`config.mk`:
```
export PLATFORM = sky130hd
export DESIGN_NAME = regfile_scb
export DESIGN_NICKNAME = d
export VERILOG_FILES = /design/src/rtl/regfile_scb.sv
export SDC_FILE = /design/constraint.sdc
export NUM_CORES = 1
export LEC_CHECK = 0
export CORE_UTILIZATION = 60
export CTS_BUF_LIST = sky130_fd_sc_hd__clkbuf_8
export DETAILED_ROUTE_END_ITERATION = 16
export GPL_ROUTABILITY_DRIVEN = 0
export PLACE_DENSITY = 0.84
export REMOVE_ABC_BUFFERS = 1
export SLEW_MARGIN = 0
export SYNTH_ARGS = -nofsm -noshare
export SYNTH_HDL_FRONTEND = slang
export SYNTH_SLANG_ARGS = --single-unit
```
`constraint.sdc`:
```
create_clock -name clk -period 4.07 [get_ports clk]
set_input_delay 1.221 -clock clk [delete_from_list [all_inputs] [get_ports clk]]
set_output_delay 1.221 -clock clk [all_outputs]
set_load 0.02 [all_outputs]
```
`src/rtl/regfile_scb.sv`:
```
// Register file with a per-register pending scoreboard.
// Two combinational read ports, one write port, one reserve port.
module regfile_scb #(
    parameter int WIDTH   = 16,
    parameter int AW      = 3,
    parameter int BYPASS  = 1,
    parameter int ZERO_R0 = 0
) (
    input  logic                 clk,
    input  logic                 rst_n,
    input  logic                 write,
    input  logic [AW-1:0]        writenum,
    input  logic [WIDTH-1:0]     data_in,
    input  logic [AW-1:0]        readnum_a,
    input  logic [AW-1:0]        readnum_b,
    output logic [WIDTH-1:0]     data_out_a,
    output logic [WIDTH-1:0]     data_out_b,
    output logic                 ready_a,
    output logic                 ready_b,
    input  logic                 reserve,
    input  logic [AW-1:0]        reservenum,
    output logic                 reserve_ack,
    output logic [(2**AW)-1:0]   busy,
    output logic [AW:0]          pend_count
);

    localparam int NREG = 2 ** AW;

    logic [WIDTH-1:0] regs [NREG];
    logic [NREG-1:0]  busy_q;
    logic [NREG-1:0]  busy_d;

    logic zero_w;
    logic zero_a;
    logic zero_b;
    logic zero_r;
    logic hit_a;
    logic hit_b;
    logic hit_r;
    logic byp_a;
    logic byp_b;
    logic store;

    // R0 is only special when the hard-wired zero option is on
    assign zero_w = (ZERO_R0 != 0) && (writenum == '0);
    assign zero_a = (ZERO_R0 != 0) && (readnum_a == '0);
    assign zero_b = (ZERO_R0 != 0) && (readnum_b == '0);
    assign zero_r = (ZERO_R0 != 0) && (reservenum == '0);

    assign hit_a = write && (writenum == readnum_a);
    assign hit_b = write && (writenum == readnum_b);
    assign hit_r = write && (writenum == reservenum);

    // Forwarding never applies to a hard-wired zero register
    assign byp_a = (BYPASS != 0) && hit_a && !zero_a;
    assign byp_b = (BYPASS != 0) && hit_b && !zero_b;

    assign store = write && !zero_w;

    // Read port A: zero reg, forwarded write data, or stored value
    always_comb begin
        data_out_a = regs[readnum_a];
        if (zero_a) begin
            data_out_a = '0;
        end else if (byp_a) begin
            data_out_a = data_in;
        end
    end

    // Read port B: same selection as port A
    always_comb begin
        data_out_b = regs[readnum_b];
        if (zero_b) begin
            data_out_b = '0;
        end else if (byp_b) begin
            data_out_b = data_in;
        end
    end

    // A read is ready when its value is committed or being forwarded
    always_comb begin
        ready_a = zero_a || !busy_q[readnum_a] || byp_a;
        ready_b = zero_b || !busy_q[readnum_b] || byp_b;
    end

    // A pending register can be re-reserved only as its result lands
    always_comb begin
        reserve_ack = reserve && (!busy_q[reservenum] || hit_r);
    end

    // Next pending vector: write retires, accepted reserve wins
    always_comb begin
        busy_d = busy_q;
        if (write) begin
            busy_d[writenum] = 1'b0;
        end
        if (reserve_ack && !zero_r) begin
            busy_d[reservenum] = 1'b1;
        end
        if (ZERO_R0 != 0) begin
            busy_d[0] = 1'b0;
        end
    end

    // Storage array, cleared asynchronously
    always_ff @(posedge clk or negedge rst_n) begin
        if (!rst_n) begin
            for (int i = 0; i < NREG; i++) begin
                regs[i] <= '0;
            end
        end else if (store) begin
            regs[writenum] <= data_in;
        end
    end

    // Pending scoreboard register; outstanding reservations drop on reset
    always_ff @(posedge clk or negedge rst_n) begin
        if (!rst_n) begin
            busy_q <= '0;
        end else begin
            busy_q <= busy_d;
        end
    end

    assign busy = busy_q;

    // Population count of the pending vector
    always_comb begin
        pend_count = '0;
        for (int i = 0; i < NREG; i++) begin
            pend_count = pend_count + {{AW{1'b0}}, busy_q[i]};
        end
    end

endmodule

```
==> results.md <==
- CP Launch Type: flip-flop
- Post-synthesis average cell area: 14.1 um^2
- WL/cell: around 25 um
- Synth Cell Area: 8000 um^2
- First-pass GRT wire length: around 34 mm
- Die Span Y: 117 um
- Post-synthesis sequential area ratio: a little over two fifths
- CTS Sinks: 136
- DRT iter0 DRCs: 539
- Critical path endpoint category: output port
- Total gr overflow: 0
- Htree depth: 4
- # rows: 41
- Synth warn: 0
- Vias in the first global route: slightly above 6000
- Port-buffer cells: 78
- Clk Latency, worst-skew pair: 0.46 ns
- Fmax: around 220 MHz
- Pre-CTS setup slack: -0.483 ns
- Total Wirelength: approximately 22 mm
- Worst Slack Setup Final: -0.447 ns
- M2 GR Usage: between 50% and 60%
- Critical path class: reg -> out
- Post-DP HPWL: approximately 14 mm
- Fill cell count: 735
- Leakage: 4.39 nW
- DRC: 0
- Pwr/cell area: between 500 and 600 nW/um^2
- Netlist cell types: 29
- Root buf cell: clkbuf_8
- Slew margin rel.: 54.0%
- Area of the core: about 13000 um^2
- Met1 global-route usage: between 40% and 50%
- Hold crit path type: reg -> reg
- Die width: ~120 um
- Critical path arrival: 3.30 ns
- FF/Latch Area: around 3400 um^2
- Seq cells post-synth: approximately 140
- Clk slew on worst S/H paths: roughly 0.070 ns
- Met3 Resource Use GR: a little over 8%
- Die footprint: roughly 14000 um^2
- Area of the multi-input gates: between 4000 and 5000 um^2
- Mapped Cells: 569
- Final Hold Slack: around 0.53 ns
- Ports: between 70 and 80
- Clock Tree Buf Depth: 2
- Total track usage: between 30% and 40%
- Vias per inst: approximately 6.5
- Largest net degree at the start of global routing: 53
- Clock skew: roughly 0.0072 ns
- Max Slew Vio Count: 0
- Min cycle time layout: ~4.5 ns
- Violated checks: negative setup slack
- Pre-antenna DRT Iters: 5
- Final net count: approximately 760
- Routed Antenna Nets: 0
- Final period util: 111%
- # diodes: 0
- Worst Path Required: approximately 2.9 ns
- CTS tree: built
- Share of cells above drive strength 1: around 54%
- Worst Tran Pin Value: between 0.6 and 0.7 ns
- Vias: 5892
- Max-cap violations: 0
- Num CTS Buffers: 17
- Unrepaired setup endpoints after global routing: yes
- Initial antenna violation count: 1
- Max VDD drop: 0.339 mV
- Crit-path max FO: 2
- Most Used Layer, Global Route: met2
- Initial Utilization: 62.4%
- Synth-to-layout area growth: 25.2%
- Status: finished, violations left
- Final hold vios: 0
- Final setup vio count: 3
layer usage:
| metal | part of all wire [%] | vias up |
|---|---|---|
| li1 | - | 2426 |
| met2 | 49 | 358 |
| met4 | 3.4 | 2 |
| met5 | 0.049 | - |
| met3 | 7.8 | 75 |
| met1 | 39 | 3031 |
worst max-delay path, stage by stage (launching register included):
cell and delay [ns]:
dfrtp_1 0.39, inv_2 0.06, fa_1 0.57, fa_1 0.44, fa_1 0.46, inv_2 0.08
ha_4 0.13, inv_2 0.04, fa_2 0.52, inv_2 0.04, buf_6 0.12
per-stage QoR:
stage                     power [W]  util [%]  cell area (um^2)  instances  setup TNS [ns]
after CTS                   0.00526      78.0             10000        893           -1.20
after floorplan             0.00303         -              7640        514          -0.137
after detailed placement    0.00389      73.2              9390        845          -12.94
after global placement      0.00378      73.2              9390        845          -11.17
final                       0.00531      78.1             10000        901           -1.20
after global routing        0.00553      78.1             10000        901           -1.36
cells in the mapped netlist, drive strengths merged:
| library cell | count | area [um^2] |
|---|---|---|
| mux2 | 132 | 1490 |
| nand4 | 4 | 31.3 |
| mux2i | 32 | 320 |
| nand4b | 3 | 45.0 |
| fa | 4 | 80.1 |
| nor2b | 5 | 31.3 |
| nand2b | 1 | 13.8 |
| xnor2 | 10 | 87.6 |
| buf | 45 | 322 |
| nand3 | 5 | 25.0 |
| ha | 3 | 37.5 |
| nand2 | 13 | 48.8 |
| and4 | 1 | 8.76 |
| o21ai | 6 | 30.0 |
| nor2 | 33 | 124 |
| a22oi | 1 | 7.51 |
| inv | 15 | 56.3 |
| mux4 | 68 | 1530 |
| a21oi | 33 | 165 |
| dfrtp | 136 | 3400 |
| clkbuf | 10 | 37.5 |
| a31oi | 1 | 12.5 |
| nor3 | 2 | 32.5 |
| o22ai | 4 | 25.0 |
| nor3b | 2 | 37.5 |
what timing repair did:
action / 4_1_cts / 5_1_grt
gates resized for setup: 110 / 46
buffers inserted: 15 / 7
cloned: 1 / 1
pin swaps: 7 / 7
hold buffers: 0 / 0
endpoints found under the setup margin: 39 / 37
cell type report:
| type | instances | share of cell area [%] |
|---|---|---|
| clock buffers | 21 | 2.89 |
| clock inverters | 11 | 1.69 |
| inverters | 15 | 0.562 |
| multi-input cells | 363 | 42.2 |
| flip-flops and latches | 136 | 34.0 |
| well taps | 172 | 2.15 |
| repair buffers | 183 | 16.5 |
path summary, 6_finish.rpt:
| kind | end | cells after the start | slack [ns] | startpoint |
|---|---|---|---|---|
| max in group asynchronous | regs[1]$_DFFE_PN0P_ | 2 | 2.39 | rst_n |
| worst min-delay path | regs[82]$_DFFE_PN0P_ | 1 | 0.53 | regs[82]$_DFFE_PN0P_ |
| worst max register to register | busy[3]$_DFF_PN0_ | 8 | 2.17 | busy[1]$_DFF_PN0_ |
| worst min register to register | regs[82]$_DFFE_PN0P_ | 1 | 0.53 | regs[82]$_DFFE_PN0P_ |
| min in group asynchronous | regs[84]$_DFFE_PN0P_ | 1 | 0.81 | rst_n |
| worst max-delay path | pend_count[1] | 10 | -0.45 | busy[3]$_DFF_PN0_ |
placed cells by master (no fill, tap or decap), drive strengths merged, types with 5 or more instances in the layout:
cell,instances
mux2,132
clkdlybuf4s15,7
nand2,13
inv,15
buf,124
clkinv,6
nor2,33
dfrtp,136
nor2b,5
dlygate4sd2,7
o21ai,6
nand3,5
mux2i,32
clkdlybuf4s50,30
a21oi,33
mux4,68
clkbuf,33
xnor2,10
sequential cells by signal, summed over array words and instances, names as in the netlist:
name,cells
regs,128
busy,8
cell families (layout without fill, tap and decap cells):
kind of cell	after synthesis	in the layout	share of synthesized area [%]
xor+xnor	10	10	1.09
simple gates	69	69	4.97
compound gates	45	45	3.00
buf+inv	70	230	5.19
fa+ha+maj	7	7	1.47
mux	232	232	41.7
flops	136	136	42.5
report_power, final:
group          switching (W)  internal [W]  total, W  leakage (nW)
Sequential          0.000250       0.00166   0.00190          1.63
Clock               0.000535      0.000733   0.00127         0.232
Combinational       0.000967       0.00117   0.00214          2.52
No activity file was read; power rests on OpenSTA's default activity.
